`src/rtl/per_rom_loader.sv`:
```
// Boot-time ROM loader: packs a little-endian byte stream into 32-bit words and
// writes them to consecutive ROM word slots through registered device strobes.

`ifndef SelectModeBus
`define SelectModeBus 1:0
`endif
`ifndef SelectAsDevice
`define SelectAsDevice 2'b10
`endif
`ifndef RWInoutW
`define RWInoutW 1'b1
`endif
`ifndef RWInoutR
`define RWInoutR 1'b0
`endif

module per_rom_loader #(
    parameter int WORDS   = 64,
    parameter int TIMEOUT = 1000000,
    parameter int ADDR_W  = 8
) (
    input  logic                  clk,
    input  logic                  rst,
    input  logic                  start,
    input  logic [6:0]            len_in,
    input  logic [7:0]            byte_in,
    input  logic                  byte_valid,
    output logic                  byte_ready,
    output logic [`SelectModeBus] select_as_out,
    output logic                  rw_out,
    output logic [ADDR_W-1:0]     addr_out,
    output logic [31:0]           data_out,
    output logic                  busy,
    output logic                  done,
    output logic                  error,
    output logic [31:0]           checksum
);

    localparam int IDX_W = (WORDS > 1) ? $clog2(WORDS) : 1;
    localparam int TMR_W = (TIMEOUT > 1) ? $clog2(TIMEOUT) : 1;
    localparam logic [6:0]       WORDS_L  = 7'(WORDS);
    localparam logic [TMR_W-1:0] TMR_LAST = TMR_W'(TIMEOUT - 1);

    typedef enum logic [2:0] {
        S_IDLE,
        S_COLLECT,
        S_WRITE,
        S_DONE,
        S_ERROR
    } state_e;

    state_e                state_q, state_d;
    logic [IDX_W-1:0]      word_idx_q, word_idx_d;
    logic [1:0]            byte_cnt_q, byte_cnt_d;
    logic [6:0]            len_q, len_d;
    logic [TMR_W-1:0]      timer_q, timer_d;
    logic [31:0]           data_q, data_d;
    logic [31:0]           csum_q, csum_d;
    logic [`SelectModeBus] sel_q, sel_d;
    logic                  rw_q, rw_d;

    logic       xfer;
    logic       last_word;
    logic       can_start;
    logic [6:0] len_clamped;

    assign xfer        = byte_valid && (state_q == S_COLLECT);
    assign last_word   = (7'(word_idx_q) + 7'd1) == len_q;
    assign can_start   = (state_q == S_IDLE) || (state_q == S_DONE) || (state_q == S_ERROR);
    // A zero or oversized length loads the whole ROM, so word_idx never wraps mid-load.
    assign len_clamped = ((len_in == 7'd0) || (len_in > WORDS_L)) ? WORDS_L : len_in;

    // NOTE: state registers use non-blocking assignments so every flop samples pre-edge values.
    always_ff @(posedge clk or posedge rst) begin
        if (rst) begin
            state_q    <= S_IDLE;
            word_idx_q <= '0;
            byte_cnt_q <= '0;
            len_q      <= '0;
            timer_q    <= '0;
            data_q     <= '0;
            csum_q     <= '0;
            sel_q      <= '0;
            rw_q       <= `RWInoutR;
        end else begin
            state_q    <= state_d;
            word_idx_q <= word_idx_d;
            byte_cnt_q <= byte_cnt_d;
            len_q      <= len_d;
            timer_q    <= timer_d;
            data_q     <= data_d;
            csum_q     <= csum_d;
            sel_q      <= sel_d;
            rw_q       <= rw_d;
        end
    end

    // NOTE: every next-state value is defaulted first so no branch can infer a latch.
    always_comb begin
        state_d    = state_q;
        word_idx_d = word_idx_q;
        byte_cnt_d = byte_cnt_q;
        len_d      = len_q;
        timer_d    = timer_q;
        data_d     = data_q;
        csum_d     = csum_q;
        sel_d      = '0;
        rw_d       = `RWInoutR;

        if (can_start && start) begin
            state_d    = S_COLLECT;
            word_idx_d = '0;
            byte_cnt_d = '0;
            csum_d     = '0;
            timer_d    = '0;
            len_d      = len_clamped;
        end else begin
            unique case (state_q)
                S_COLLECT: begin
                    if (xfer) begin
                        data_d[8*byte_cnt_q +: 8] = byte_in;
                        byte_cnt_d                = byte_cnt_q + 2'd1;
                        timer_d                   = '0;
                        // Strobes are registered here so they are high exactly during WRITE.
                        if (byte_cnt_q == 2'd3) begin
                            state_d = S_WRITE;
                            sel_d   = `SelectAsDevice;
                            rw_d    = `RWInoutW;
                        end
                    end else if (timer_q == TMR_LAST) begin
                        state_d = S_ERROR;
                    end else begin
                        timer_d = timer_q + 1'b1;
                    end
                end
                S_WRITE: begin
                    csum_d     = csum_q ^ data_q;
                    byte_cnt_d = '0;
                    if (last_word) begin
                        state_d = S_DONE;
                    end else begin
                        word_idx_d = word_idx_q + 1'b1;
                        state_d    = S_COLLECT;
                    end
                end
                default: ;
            endcase
        end
    end

    assign byte_ready    = (state_q == S_COLLECT);
    assign busy          = (state_q == S_COLLECT) || (state_q == S_WRITE);
    assign done          = (state_q == S_DONE);
    assign error         = (state_q == S_ERROR);
    assign select_as_out = sel_q;
    assign rw_out        = rw_q;
    assign addr_out      = ADDR_W'({word_idx_q, 2'b00});
    assign data_out      = data_q;
    assign checksum      = csum_q;

endmodule

```
`config.mk`:
```
export PLATFORM = sky130hd
export DESIGN_NAME = per_rom_loader
export DESIGN_NICKNAME = d
export VERILOG_FILES = /design/src/rtl/per_rom_loader.sv
export SDC_FILE = /design/constraint.sdc
export NUM_CORES = 1
export LEC_CHECK = 0
export ABC_CLOCK_PERIOD_IN_PS = 3500
export BUFFER_PORTS_ARGS = -buffer_cell sky130_fd_sc_hd__buf_2
export CAP_MARGIN = 10
export CORE_MARGIN = 1.5
export CORE_UTILIZATION = 55
export DETAILED_ROUTE_END_ITERATION = 12
export GPL_ROUTABILITY_DRIVEN = 0
export PLACE_DENSITY = 0.88
export SLEW_MARGIN = 25
export SYNTH_ARGS = -nofsm -noshare
export SYNTH_HDL_FRONTEND = slang
export SYNTH_SLANG_ARGS = --single-unit
```
`constraint.sdc`:
```
create_clock -name clk -period 3.5 [get_ports clk]
set_clock_uncertainty 0.05 [all_clocks]
set_input_delay 0.175 -clock clk [delete_from_list [all_inputs] [get_ports clk]]
set_output_delay 0.175 -clock clk [all_outputs]
set_load 0.01 [all_outputs]
```
==> results of run 1 <==
## layout make-up
cell class                      instances  area share (%)
Clock inverter                          6          0.9277
Multi-Input combinational cell        408           39.55
Clock buffer                            9           2.136
Tap cell                              108           2.330
Inverter                               12          0.8198
Timing Repair Buffer                  105           9.795
Sequential cell                       103           44.44
## logic make-up after synthesis
kind of cell	count (synthesis)	synth area share, %
xor+xnor	53	9.254
other cells	1	0.07476
simple gates	265	24.42
fa+ha+maj	8	1.996
flops	103	51.38
mux	3	0.6734
buf+inv	36	3.093
compound gates	76	9.105
## worst max-delay path: stages, from the launching register on
cell,delay [ns]
dfrtp_1,0.52
and4_4,0.30
a21boi_1,0.09
or4_4,0.52
a2111oi_4,0.46
or2b_4,0.23
o21ai_1,0.07
## flip-flops by register name (all words and copies together) (netlist names)
register and flops:
byte_cnt_q 2, checksum 32, timer_q 20, data_out 32
select_as_out 1, len_q 7, state_q 3, word_idx_q 6
## repair_timing
action | in CTS | in global routing
setup endpoints to repair | 0 | 0
setup buffers | 0 | 0
endpoints found under the hold margin | 43 | 0
hold buffers | 6 | 0
## power groups by stage
stage          clock (mW)  sequential [mW]  combinational, mW
6_report            0.694             1.74               1.28
5_1_grt             0.773             1.77               1.45
4_1_cts             0.718             1.73               1.29
3_5_place_dp            0             1.76               1.28
3_3_place_gp            0             1.73               1.23
2_1_floorplan           0             1.80              0.772
## synthesized netlist by cell type, types with 6 or more instances
cell type,n,area [um^2]
nor2_1,62,232.7
a21oi_1,6,30.03
inv_1,12,45.04
xnor2_1,16,140.1
o21ai_0,45,225.2
dfrtp_1,103,2577
nand3b_1,7,52.55
ha_1,8,100.1
nand2_1,124,465.5
clkbuf_1,12,45.04
xor2_1,37,324.1
nand3_1,11,55.05
nor4_1,14,87.58
nand4_1,6,37.54
## per-stage QoR
stage,hold slack [ns],instances,power [mW],util (%)
floorplan,0.2610,547,2.569,-
global placement,0.1823,730,2.959,63.46
CTS,0.003207,751,3.742,66.18
global route,0.01649,751,3.992,66.18
detailed placement,0.1953,730,3.034,63.46
finish,0.009245,751,3.710,66.18
## path summary, 6_finish.rpt
check                           endpoint  slack (ns)
max in group asynchronous    checksum[1]        2.22
max reg2reg                word_idx_q[1]        1.14
min                             len_q[1]       0.009
max                        word_idx_q[1]        1.14
min reg2reg                     len_q[3]        0.45
min in group asynchronous   checksum[24]        0.35
## per-layer routing
| metal | track usage (%) | vias up | part of all wire (%) |
|---|---|---|---|
| met5 | 0 | - | 0 |
| met4 | 8.017 | 0 | 1.5 |
| met3 | 5.603 | 20 | 5.3 |
| met2 | 39.25 | 148 | 50 |
| met1 | 32.69 | 1985 | 44 |
| li1 | - | 1992 | - |
==> flow_metrics.tcl, run 1 <==
set metrics [dict create \
    combPwrFrac_pct 34.5 \
    rows 34 \
    cts_tree "built" \
    drt-total-wl_um 11230 \
    drv_slew 0 \
    ys_seq_elements 103 \
    syn_inst 545 \
    required_ns 3.71 \
    num-fill-cells 699 \
    die_w_um 98.50 \
    finalWorstPathRequiredPeriod_ns 2.356 \
    regArea_mm2 0.002577 \
    dp_worst_setup_slack_ns 1.190 \
    async_reset_ff_share_pct 100.0 \
    syn2layout_area_growth_pct 15.61 \
    drc 0 \
    grt_usage_pct 24.30 \
    hp-start "len_in[1]" \
    clk-insertion-delay-late_ns 0.37 \
    start_kind "flop" \
    relSlewSlack_pct 42.90 \
    yosys_warnings 0 \
    coreArea_mm2 0.008763 \
    synth_edf_count 0 \
    rsz0062_at_grt "no" \
    die-height_um 98.50 \
    p_sw_mw 1.475 \
    cts_made_buffers 9 \
    pwr-share-seq_pct 46.8 \
    nets 666 \
    start_util_pct 57.24 \
    power_density_mw_per_mm2 639.8 \
    grt_max_degree 45 \
    hold_viol 0 \
    max_cap_viol_count 0 \
    ys_seq_area_share_pct 51.38 \
    drt.antenna.violating_nets 0 \
    setup_viol 0 \
    setup_ws_ns 1.144 \
    path_max_fanout 9 \
    cts-root-buf "clkbuf_8" \
    post_drt_wl_per_cell_um 14.96 \
    placed_area_mm2 0.005562 \
    r2r_start "word_idx_q[2]" \
    dr.first_iter.drc_count 187 \
    post_cts_resized 0 \
    cts.clk_slew.worst_paths_ns 0.10 \
    clkSinkCount 103 \
    worst_setup_path_end_kind "flop" \
    grt_overflow_total 0 \
    antennaDiodeCount 0 \
    synth_cell_types 52 \
    switching_share_pct 39.76 \
    viasPerCell 5.519 \
    die_area_mm2 0.009702 \
    setup_tns_ns 0 \
    internal_power_mw 2.235 \
    cp.arrival_ns 2.56 \
    antenna_found_initial 0 \
    synth_area_per_cell_um2 9.204 \
    hp-class "input port to flop" \
    r2r_cells 6 \
    path_class "flop to flop" \
    cts_max_level 3 \
    worst_slew_pin_slew_ns 0.8500 \
    ir_drop_mv 0.3399 \
    multi_input_area_mm2 0.002293 \
    clock_power_share_pct 18.7 \
    final_common_cell "nand2_1" \
    synth_top_flop_cell "dfrtp_1" \
    status "complete, no violations" \
    fin_area_mm2 0.005799 \
    dr.pass1.iters 5 \
    cp-startpoint "word_idx_q[2]" \
    worstHoldPathCells 3 \
    dp_hpwl_um 7944 \
    grt_pass1_wl_um 18900 \
    io_buffers 94 \
    max_freq_ghz 0.4244 \
    p_leak_nw 2.866 \
    drive_above_1_share_pct 19.60 \
    grt_pass1_vias 3994 \
    ios 98 \
    vias 4145 \
    fin_crit_sh_pct 67.33 \
    syn_area_mm2 0.005016 \
    cts_buffer_depth 2 \
    layout_common_cells "124 x nand2_1, 103 x dfrtp_1, 94 x buf_2" \
]
Note: power is estimated with default switching activity, not from simulation.
==> inputs of run 2 (changes only) <==
--- a/config.mk
+++ b/config.mk
@@ -5,14 +5,14 @@
 export SDC_FILE = /design/constraint.sdc
 export NUM_CORES = 1
 export LEC_CHECK = 0
-export ABC_CLOCK_PERIOD_IN_PS = 3500
+export ABC_CLOCK_PERIOD_IN_PS = 2100
 export BUFFER_PORTS_ARGS = -buffer_cell sky130_fd_sc_hd__buf_2
 export CAP_MARGIN = 10
 export CORE_MARGIN = 1.5
-export CORE_UTILIZATION = 55
+export CORE_UTILIZATION = 50
 export DETAILED_ROUTE_END_ITERATION = 12
 export GPL_ROUTABILITY_DRIVEN = 0
-export PLACE_DENSITY = 0.88
+export PLACE_DENSITY = 0.84
 export SLEW_MARGIN = 25
 export SYNTH_ARGS = -nofsm -noshare
 export SYNTH_HDL_FRONTEND = slang
==> constraint.sdc (replaced) <==
create_clock -name clk -period 2.1 [get_ports clk]
set_clock_uncertainty 0.05 [all_clocks]
set_input_delay 0.105 -clock clk [delete_from_list [all_inputs] [get_ports clk]]
set_output_delay 0.105 -clock clk [all_outputs]
set_load 0.01 [all_outputs]
==> run 2 against run 1 <==
Net effect: the flow now finishes with violations (negative setup slack); clock power grew 84%; sequential share of layout area is 3.1 points lower; core utilization down 2.4 points; combinational power rose by 87%; die area is 9.7% higher.
==> flow_metrics.tcl, run 2 (same netlist as run 1, synthesis figures left out) <==
set metrics [dict create \
    r2r_setup_slack_ns -0.04 \
    r2r_cells 6 \
    rsz0062_at_grt "yes" \
    pwr-share-seq_pct 43.9 \
    die_area_mm2 0.01064 \
    path_class "flop to flop" \
    dr.first_iter.drc_count 170 \
    relSlewSlack_pct 58.76 \
    grt_usage_pct 22.69 \
    max_cap_viol_count 0 \
    cts_buffer_depth 2 \
    fin_crit_sh_pct 101.7 \
    cts_max_level 3 \
    viasPerCell 5.276 \
    min_to "byte_cnt_q[0]" \
    vias 4263 \
    clk-insertion-delay-late_ns 0.37 \
    dp_cells 773 \
    cts.clk_slew.worst_paths_ns 0.10 \
    combPwrFrac_pct 36.5 \
    ios 98 \
    antenna_found_initial 0 \
    cp.arrival_ns 2.34 \
    worstHoldPathCells 3 \
    ir_drop_mv 0.5027 \
    cts-root-buf "clkbuf_8" \
    p_sw_mw 2.541 \
    drt.antenna.violating_nets 0 \
    die-height_um 103.2 \
    internal_power_mw 4.005 \
    rows 36 \
    worst_slew_pin_slew_ns 0.6174 \
    die_w_um 103.2 \
    drv_slew 0 \
    clock_power_share_pct 19.6 \
    clkSinkCount 103 \
    post_drt_wl_per_cell_um 14.42 \
    dp_worst_setup_slack_ns -0.03491 \
    r2r_start "word_idx_q[1]" \
    power_density_mw_per_mm2 1050 \
    nets 697 \
    drt-total-wl_um 11650 \
    start_kind "flop" \
    worst_setup_path_end_kind "flop" \
    p_leak_nw 3.045 \
    switching_share_pct 38.82 \
    hp-class "input port to flop" \
    start_util_pct 51.32 \
    fin_cells 808 \
    dp_hpwl_um 8039 \
    status "finished, violations left" \
    coreArea_mm2 0.009774 \
    dr.pass1.iters 5 \
    layout_common_cells "120 x nand2_1, 103 x dfrtp_1, 94 x buf_2" \
    cts_made_buffers 9 \
    setup_ws_ns -0.03578 \
    grt_pass1_wl_um 18930 \
    drc 0 \
    antennaDiodeCount 0 \
    cts_tree "built" \
    hp-start "byte_valid" \
    grt_pass1_vias 4141 \
    path_max_fanout 6 \
    setup_viol 6 \
    hold_viol 0 \
    io_buffers 94 \
    final_common_cell "nand2_1" \
    syn2layout_area_growth_pct 24.32 \
    finalWorstPathRequiredPeriod_ns 2.136 \
    grt_overflow_total 0 \
    grt_max_degree 104 \
    drive_above_1_share_pct 24.59 \
    max_freq_ghz 0.4682 \
    violations "negative setup slack" \
    r2r-end "word_idx_q[3]" \
    required_ns 2.30 \
]
run 2: cell count changes in the layout (fill, tap and decap cells not counted), moves of 3 or more:
cell and change:
nand2_1 -4, dlygate4sd3_1 +10, nor4_1 -3, nand2_2 +4
buf_4 +19, inv_6 -3
run 2: what timing repair did:
action                                 4_1_cts  5_1_grt
hold buffers                                16        0
endpoints found under the hold margin      139        0
pin swaps                                    0        6
setup buffers                                2        1
setup endpoints to repair                    7       51
resized for setup                            2       20
run 2: layout make-up:
class / instances / area (um^2)
Multi-Input combinational cell: 408 / 2387
Clock buffer: 9 / 123.9
Inverter: 12 / 48.80
Timing Repair Buffer: 136 / 850.8
Tap cell: 133 / 166.4
Clock inverter: 7 / 81.33
Sequential cell: 103 / 2577
Fill cell: 800 / 3538
run 2: routing by layer:
metal / global-route usage [%] / vias up / part of all wire [%]
met2: 37.25 / 125 / 49
li1: - / 2062 / -
met1: 29.32 / 2052 / 44
met5: 0 / - / 0
met3: 4.475 / 24 / 4.9
met4: 9.875 / 0 / 2.3
run 2: through the flow:
step	TNS [ns]	hold WS [ns]	total power, mW	util [%]	area [um^2]
6_report	-0.1321	0.01534	6.546	63.80	6236
5_1_grt	-0.6694	0.01663	7.017	63.80	6236
4_1_cts	0	0.009967	6.498	62.86	6145
3_5_place_dp	-0.1616	0.2603	5.181	58.87	5754
3_3_place_gp	0	0.2494	5.070	58.87	5754
2_1_floorplan	-0.009623	0.1910	4.283	-	5034
run 2: worst max-delay path by stage:
| stage | start | endpoint |
|---|---|---|
| floorplan | word_idx_q[2] | word_idx_q[3] |
| global placement | word_idx_q[1] | word_idx_q[1] |
| detailed placement | word_idx_q[1] | word_idx_q[1] |
| CTS | word_idx_q[1] | word_idx_q[3] |
| global route | word_idx_q[0] | word_idx_q[4] |
| finish | word_idx_q[1] | word_idx_q[3] |
run 2: worst max-delay path: stages, from the launching register on:
cell       delay, ns
dfrtp_1         0.45
and4_4          0.22
and3b_1         0.17
or4_4           0.44
a2111oi_4       0.39
or2b_4          0.23
o31ai_1         0.08
run 2: power by group through the flow:
stage          clock network [mW]  logic [mW]  registers (mW)
2_1_floorplan                   0        1.29            3.00
3_3_place_gp                    0        2.19            2.88
3_5_place_dp                    0        2.28            2.91
4_1_cts                      1.31        2.33            2.87
5_1_grt                      1.38        2.70            2.94
6_report                     1.28        2.39            2.87
